[config.mk]
export PLATFORM = sky130hd
export DESIGN_NAME = userio_wheelkeys
export DESIGN_NICKNAME = d
export VERILOG_FILES = /design/src/rtl/userio_wheelkeys.sv
export SDC_FILE = /design/constraint.sdc
export NUM_CORES = 1
export LEC_CHECK = 0
export ABC_CLOCK_PERIOD_IN_PS = 5100
export CORE_MARGIN = 2
export CORE_UTILIZATION = 35
export CTS_BUF_LIST = sky130_fd_sc_hd__clkbuf_8 sky130_fd_sc_hd__clkbuf_16
export DETAILED_ROUTE_END_ITERATION = 10
export PLACE_DENSITY = 0.59
export SLEW_MARGIN = 0
export SYNTH_ARGS = -nofsm -noshare
export SYNTH_HDL_FRONTEND = slang
export SYNTH_SLANG_ARGS = --single-unit
[constraint.sdc]
create_clock -name clk -period 5.1 [get_ports clk]
set_clock_uncertainty 0.2 [all_clocks]
set_input_delay 1.275 -clock clk [delete_from_list [all_inputs] [get_ports clk]]
set_output_delay 1.275 -clock clk [all_outputs]
set_load 0.05 [all_outputs]
[src/rtl/userio_wheelkeys.sv]
// rtl/userio_wheelkeys.sv - scroll-wheel counter to Amiga raw key press/release events
module userio_wheelkeys #(
    parameter logic [15:0] HOLD_TICKS = 16'd7000,
    parameter logic [15:0] GAP_TICKS  = 16'd7000,
    parameter int          PEND_MAX   = 15
) (
    input  logic       clk,
    input  logic       reset,
    input  logic       clk7_en,
    input  logic       wheel_en,
    input  logic [7:0] zcount,
    output logic [7:0] key_code,
    output logic       key_valid,
    input  logic       key_ack
);
    typedef enum logic [2:0] {IDLE, PRESS, HOLD, RELEASE, GAP} state_t;

    localparam logic signed [9:0] PMAX = 10'(PEND_MAX);

    state_t            state;
    logic [7:0]        zlast;
    logic signed [4:0] pending;
    logic [15:0]       timer;

    logic signed [7:0] delta;
    logic signed [1:0] take;
    logic signed [9:0] sum;
    logic signed [4:0] pending_next;
    logic              start;

    // Wheel notches and the notch consumed by a starting press fold into one saturating update.
    always_comb begin
        delta = zcount - zlast;
        start = (state == IDLE) && wheel_en && (pending != 5'sd0);
        take  = 2'sd0;
        if (start)
            take = pending[4] ? -2'sd1 : 2'sd1;
        sum = 10'(pending) + 10'(delta) - 10'(take);
        if (!wheel_en)
            pending_next = 5'sd0;
        else if (sum > PMAX)
            pending_next = 5'(PMAX);
        else if (sum < -PMAX)
            pending_next = 5'(-PMAX);
        else
            pending_next = sum[4:0];
    end

    always_ff @(posedge clk or posedge reset) begin
        if (reset) begin
            state     <= IDLE;
            zlast     <= 8'h00;
            pending   <= 5'sd0;
            timer     <= 16'd0;
            key_code  <= 8'h00;
            key_valid <= 1'b0;
        end else if (clk7_en) begin
            zlast   <= zcount;
            pending <= pending_next;
            case (state)
                IDLE: begin
                    if (start) begin
                        key_code  <= pending[4] ? 8'h7A : 8'h7B;
                        key_valid <= 1'b1;
                        state     <= PRESS;
                    end
                end
                PRESS: begin
                    if (key_ack) begin
                        key_valid <= 1'b0;
                        timer     <= HOLD_TICKS;
                        state     <= HOLD;
                    end
                end
                // key_code still carries the press code, so the release always matches it.
                HOLD: begin
                    if (timer == 16'd0) begin
                        key_code  <= key_code | 8'h80;
                        key_valid <= 1'b1;
                        state     <= RELEASE;
                    end else begin
                        timer <= timer - 16'd1;
                    end
                end
                RELEASE: begin
                    if (key_ack) begin
                        key_valid <= 1'b0;
                        timer     <= GAP_TICKS;
                        state     <= GAP;
                    end
                end
                GAP: begin
                    if (timer == 16'd0)
                        state <= IDLE;
                    else
                        timer <= timer - 16'd1;
                end
                default: state <= IDLE;
            endcase
        end
    end
endmodule
==> results of run 1 <==
cells by family (layout without fill, tap and decap cells):
family	count (synthesis)	count (layout)	share of synthesized area
simple gates	99	99	0.203
buf+inv	47	92	0.0808
flops	36	36	0.323
mux	3	3	0.0117
compound gates	69	69	0.167
fa+ha+maj	29	29	0.144
xor+xnor	20	20	0.0696
other cells	1	1	0.00135
cell usage after synthesis (4+ instances only):
master / n
nor2b_1: 4
nor3_1: 4
fa_1: 5
xor2_1: 6
nand3_1: 6
and3_1: 5
nor2_1: 15
or4_1: 4
nand2_1: 24
nand2b_1: 6
nor4_1: 6
buf_4: 7
a21oi_1: 8
or3_1: 5
o21ai_0: 25
a21o_1: 9
ha_1: 24
dfrtp_1: 36
inv_1: 34
xnor2_1: 13
state kept, by name, indices dropped and copies added (netlist names):
name and count:
timer 16, state 3, key_valid 1, pending 5, zlast 8, key_code 3
timing repair:
item                                    in CTS  in global routing
setup buffers                                1                  0
endpoints found under the setup margin       3                  5
pin swaps                                    2                  3
hold buffers                                 0                  0
endpoints found under the hold margin        0                  0
gates resized for setup                      9                 10
stage by stage:
stage | hold WS (ns) | std cells | util | instance area, µm²
floorplan | 0.281 | 304 | - | 2790
global placement | 0.273 | 442 | 0.419 | 3240
detailed placement | 0.284 | 442 | 0.419 | 3240
CTS | 0.301 | 451 | 0.439 | 3390
global route | 0.333 | 451 | 0.444 | 3430
finish | 0.292 | 451 | 0.444 | 3430
path summary, 6_finish.rpt:
path,start,to,cells after the start
max,zcount[2],pending[0],19
max reg2reg,pending[4],pending[0],16
min in group asynchronous,reset,zlast[3],3
min,key_code[0],key_code[0],2
max in group asynchronous,reset,pending[1],3
min reg2reg,key_code[0],key_code[0],2
area by class of cell:
type,instances,share of cell area
clock inverters,3,0.0113
well taps,102,0.0372
repair buffers,50,0.126
clock buffers,5,0.0201
flip-flops and latches,36,0.263
multi-input cells,221,0.506
inverters,34,0.0372
power groups by stage:
stage               clock network, µW  registers (µW)  logic (µW)
floorplan                           0             484         993
finish                            251             487        1770
CTS                               259             488        1720
global placement                    0             489        1570
global route                      272             504        1980
detailed placement                  0             493        1570
worst max-delay path, delay by kind of cell:
family / cells / cell delay (ns)
fa+ha+maj: 3 / 0.91
simple gates: 5 / 0.80
compound gates: 6 / 0.77
buf+inv: 3 / 0.72
xor+xnor: 2 / 0.29
per-layer routing:
metal,up-vias,wire (µm),global-route usage
li1,1147,-,-
met3,4,170,0.0258
met2,31,2600,0.231
met1,1068,2770,0.188
met4,0,44,0.0306
met5,-,0,0
==> flow_summary.ini, run 1 <==
[run_status]
status = complete, no violations

[timing]
drv_slew = 0
finalSetupViolations = 0
max_freq_mhz = 207
hold_viol = 0
rsz0062_at_grt = false
finalCritPeriodShare = 0.948
fin_ws_ns = 0.264
relSlewSlack = 0.584
finalCriticalPeriod_ns = 4.84
tightest_slew_ns = 0.621
fin_setup_tns_ns = 0

[logic_synthesis]
synthDominantCellAreaShare = 0.323
synth_area_leaders = dfrtp_1, ha_1, inv_1
syn_inst = 304
ys.flop_type = dfrtp_1
synth-async-reset-ratio = 1.00
yosys_warnings = 0
seq_area_frac_synth = 0.323
synth_seq_cells = 36
synthesis.nets = 346
synth.distinct_cells = 58
synth_top_area_cell = dfrtp_1
avgSynthCellArea_um2 = 9.17
syn-cell-area_um2 = 2790
synth_edf_count = 0

[clock_tree]
clockBufferDepth = 2
cts.clk_slew.worst_paths_ns = 0.08
clk_latency_ns = 0.29
h-tree-depth = 2
cts_tree = done
cts_sinks = 36
cts_root_buf = clkbuf_8
numCtsBuffers = 5

[layout]
antenna_cells = 0
nFillCells = 754
syn2layout_area_growth_pct = 23.0
layout.cells.most_common_list = dfrtp_1, inv_1, buf_4
final_common_cell = dfrtp_1
seqCellArea_um2 = 901
multi_input_area_um2 = 1740
nNetsFinal = 390
drive_gt1_frac = 0.189

[die]
die_h_um = 93.2
dieArea_um2 = 8690
start_util = 0.361
rows = 32
io_pins = 22
die_w_um = 93.2
core_area_um2 = 7730

[power_and_ir_drop]
power.total_uw = 2510
switching_power_uw = 1090
leakagePower_uw = 0.00155
seqPwrFrac = 0.194
power_density_nw_per_um2 = 731
p_sw_frac = 0.435
vdd_drop_max_v = 0.000544
p_clk_frac = 0.100
combPwrFrac = 0.706
p_int_uw = 1420

[worst_setup_path]
worstPathArrival_ns = 4.78
crit_path_end_kind = flip-flop
cp_slowest_cell = clkdlybuf4s50_1
start_kind = input pin
crit_top_cell = ha_1
ff2ff_setup_slack_ns = 1.18
crit_path_max_fanout = 3
cp.required_ns = 5.04
max_stage_delay_ns = 0.43
path_cells = clkdlybuf4s50_1, ha_1, nor2b_1, o21ai_0, nand2b_1, a21o_1, a21o_1, xor2_2, ha_1, ha_1, buf_4, o21ai_2, nand2b_1, a21boi_1, xnor2_1, buf_4, nor4_4, and2_1, a311oi_1
crit_type = in2reg

[hold_path]
hp-class = reg2reg

[placed_design]
dp_slack_ns = -0.423
io_buffers = 20
gp_congestion = 0.773
hpwl_um = 4350

[global_routing]
grt_pass1_vias = 2214
grt.overflow.total = 0
grt_max_degree = 37
grt_first_pass_wirelength_um = 9920
antenna_found_initial = 0
track_usage = 0.139

[detailed_routing]
drt-initial-drc-count = 49
first_pass_iters = 4
drc = 0
vias_per_cell = 4.99
wirelength_um = 5580
num_vias = 2250
drtAntennaViolNets = 0
avgRoutedWirePerCell_um = 12.4

[job]
maxCapViolations = 0
(Power assumes the default switching activity.)
==> inputs of run 2 (changes only) <==
Settings changed: ABC_CLOCK_PERIOD_IN_PS 5100 to 4850.
Clock period 5.1 ns to 4.85 ns, I/O delays scaled along.
==> flow_summary.ini, run 2 (same netlist as run 1, synthesis figures left out) <==
[detailed_routing]
wirelength_um = 5890
num_vias = 2272
drc = 0
avgRoutedWirePerCell_um = 12.9
drt-initial-drc-count = 92
vias_per_cell = 4.99
drtAntennaViolNets = 0
first_pass_iters = 4

[clock_tree]
cts_tree = done
cts_root_buf = clkbuf_8
numCtsBuffers = 5
h-tree-depth = 2
clockBufferDepth = 2
cts_sinks = 36
hold_buffers = 0
clk_latency_ns = 0.29
cts.clk_slew.worst_paths_ns = 0.08

[timing]
tightest_slew_ns = 0.612
finalSetupViolations = 0
finalCriticalPeriod_ns = 4.65
relSlewSlack = 0.590
finalCritPeriodShare = 0.958
drv_slew = 0
max_freq_mhz = 215
fin_ws_ns = 0.204
hold_viol = 0

[global_routing]
track_usage = 0.145
grt_pass1_vias = 2232
grt.overflow.total = 0
grt_max_degree = 37
grt_first_pass_wirelength_um = 10200
antenna_found_initial = 0

[worst_setup_path]
start_kind = input pin
worstPathArrival_ns = 4.60
crit_type = in2reg
ff2ff_setup_slack_ns = 1.02
r2r_start = zlast[1]
crit_path_max_fanout = 4
crit_path_end_kind = flip-flop
reg2regPathDepth = 19
reg2reg_to = pending[0]
cp.required_ns = 4.81

[placed_design]
dp_slack_ns = -0.570
hpwl_um = 4430
dp.cells = 445
gp_congestion = 0.831
place_area_um2 = 3260
io_buffers = 20

[layout]
final_common_cell = dfrtp_1
largestRegisters = timer: 16 flops, zlast: 8 flops, pending: 5 flops
nNetsFinal = 394
final_design_area_no_fill_um2 = 3580
fin_cells = 455
drive_gt1_frac = 0.246
largest_register = timer
layout.cells.most_common_list = dfrtp_1, inv_1, buf_4
antenna_cells = 0
syn2layout_area_growth_pct = 28.6
largest_register_ffs = 16
finish.utilization = 0.464

[power_and_ir_drop]
vdd_drop_max_v = 0.000540
p_int_uw = 1600
leakagePower_uw = 0.00157
power_density_nw_per_um2 = 794
p_clk_frac = 0.079
combPwrFrac = 0.740
switching_power_uw = 1250
p_sw_frac = 0.440
seqPwrFrac = 0.180

[die]
rows = 32
core_area_um2 = 7730
die_h_um = 93.2
dieArea_um2 = 8690
start_util = 0.361
die_w_um = 93.2
io_pins = 22

[hold_path]
hp-start = key_code[0]
hp-class = reg2reg
hold_end = key_code[0]
whs_path_depth = 2

[job]
maxCapViolations = 0

[run_status]
status = complete, no violations
## run 2: how the worst max path moves through the flow
stage	cells after the start	startpoint	end	slack, ns
4_1_cts	18	zcount[1]	pending[1]	0.01
6_report	17	zcount[2]	pending[0]	0.20
3_5_place_dp	19	zcount[0]	pending[0]	-0.57
3_3_place_gp	19	zcount[0]	pending[0]	-0.57
2_1_floorplan	16	zcount[1]	pending[2]	0.28
5_1_grt	19	zcount[2]	pending[0]	-0.006
## run 2: what timing repair did
action | CTS | global route
buffers inserted | 1 | 1
resized for setup | 25 | 13
setup endpoints to repair | 4 | 4
pin swaps | 13 | 12
## run 2: per-stage QoR
stage / total power [µW] / hold WS, ns / setup TNS, ns
3_3_place_gp: 2140 / 0.277 / -2.38
3_5_place_dp: 2160 / 0.281 / -2.35
2_1_floorplan: 1550 / 0.281 / 0
6_report: 2850 / 0.290 / 0
4_1_cts: 2670 / 0.299 / 0
5_1_grt: 3110 / 0.333 / -0.0107
## run 2: power groups by stage
stage / combinational [µW] / sequential, µW / clock, µW
final: 2110 / 514 / 225
after global routing: 2330 / 531 / 252
after CTS: 1920 / 513 / 237
after detailed placement: 1640 / 518 / 0
after global placement: 1630 / 515 / 0
after floorplan: 1040 / 509 / 0
## run 2: area by class of cell
| type | instances | area (µm²) |
|---|---|---|
| multi-input combinational | 221 | 1880 |
| clock inverter | 2 | 11.3 |
| sequential | 36 | 901 |
| clock buffer | 6 | 82.6 |
| fill | 758 | 4140 |
| tap | 102 | 128 |
| timing repair buffer | 54 | 457 |
| inverter | 34 | 128 |
## run 2: layer usage
layer,share of wire,up-vias,global-route usage
met2,0.48,29,0.239
li1,-,1151,-
met4,0.0059,0,0.0355
met3,0.029,2,0.0355
met1,0.49,1090,0.191
met5,0,-,0
## run 2: critical path, cell delays in order
cell	delay, ns
clkdlybuf4s50_1	0.42
ha_1	0.31
nor2b_1	0.14
o21ai_0	0.15
nand2b_1	0.10
a21o_1	0.19
a21o_1	0.17
xor2_2	0.20
ha_4	0.24
ha_4	0.26
o21a_1	0.19
nor2_2	0.14
mux2i_2	0.27
nor3_4	0.09
nor4_4	0.30
and2_1	0.18
a311oi_2	0.05
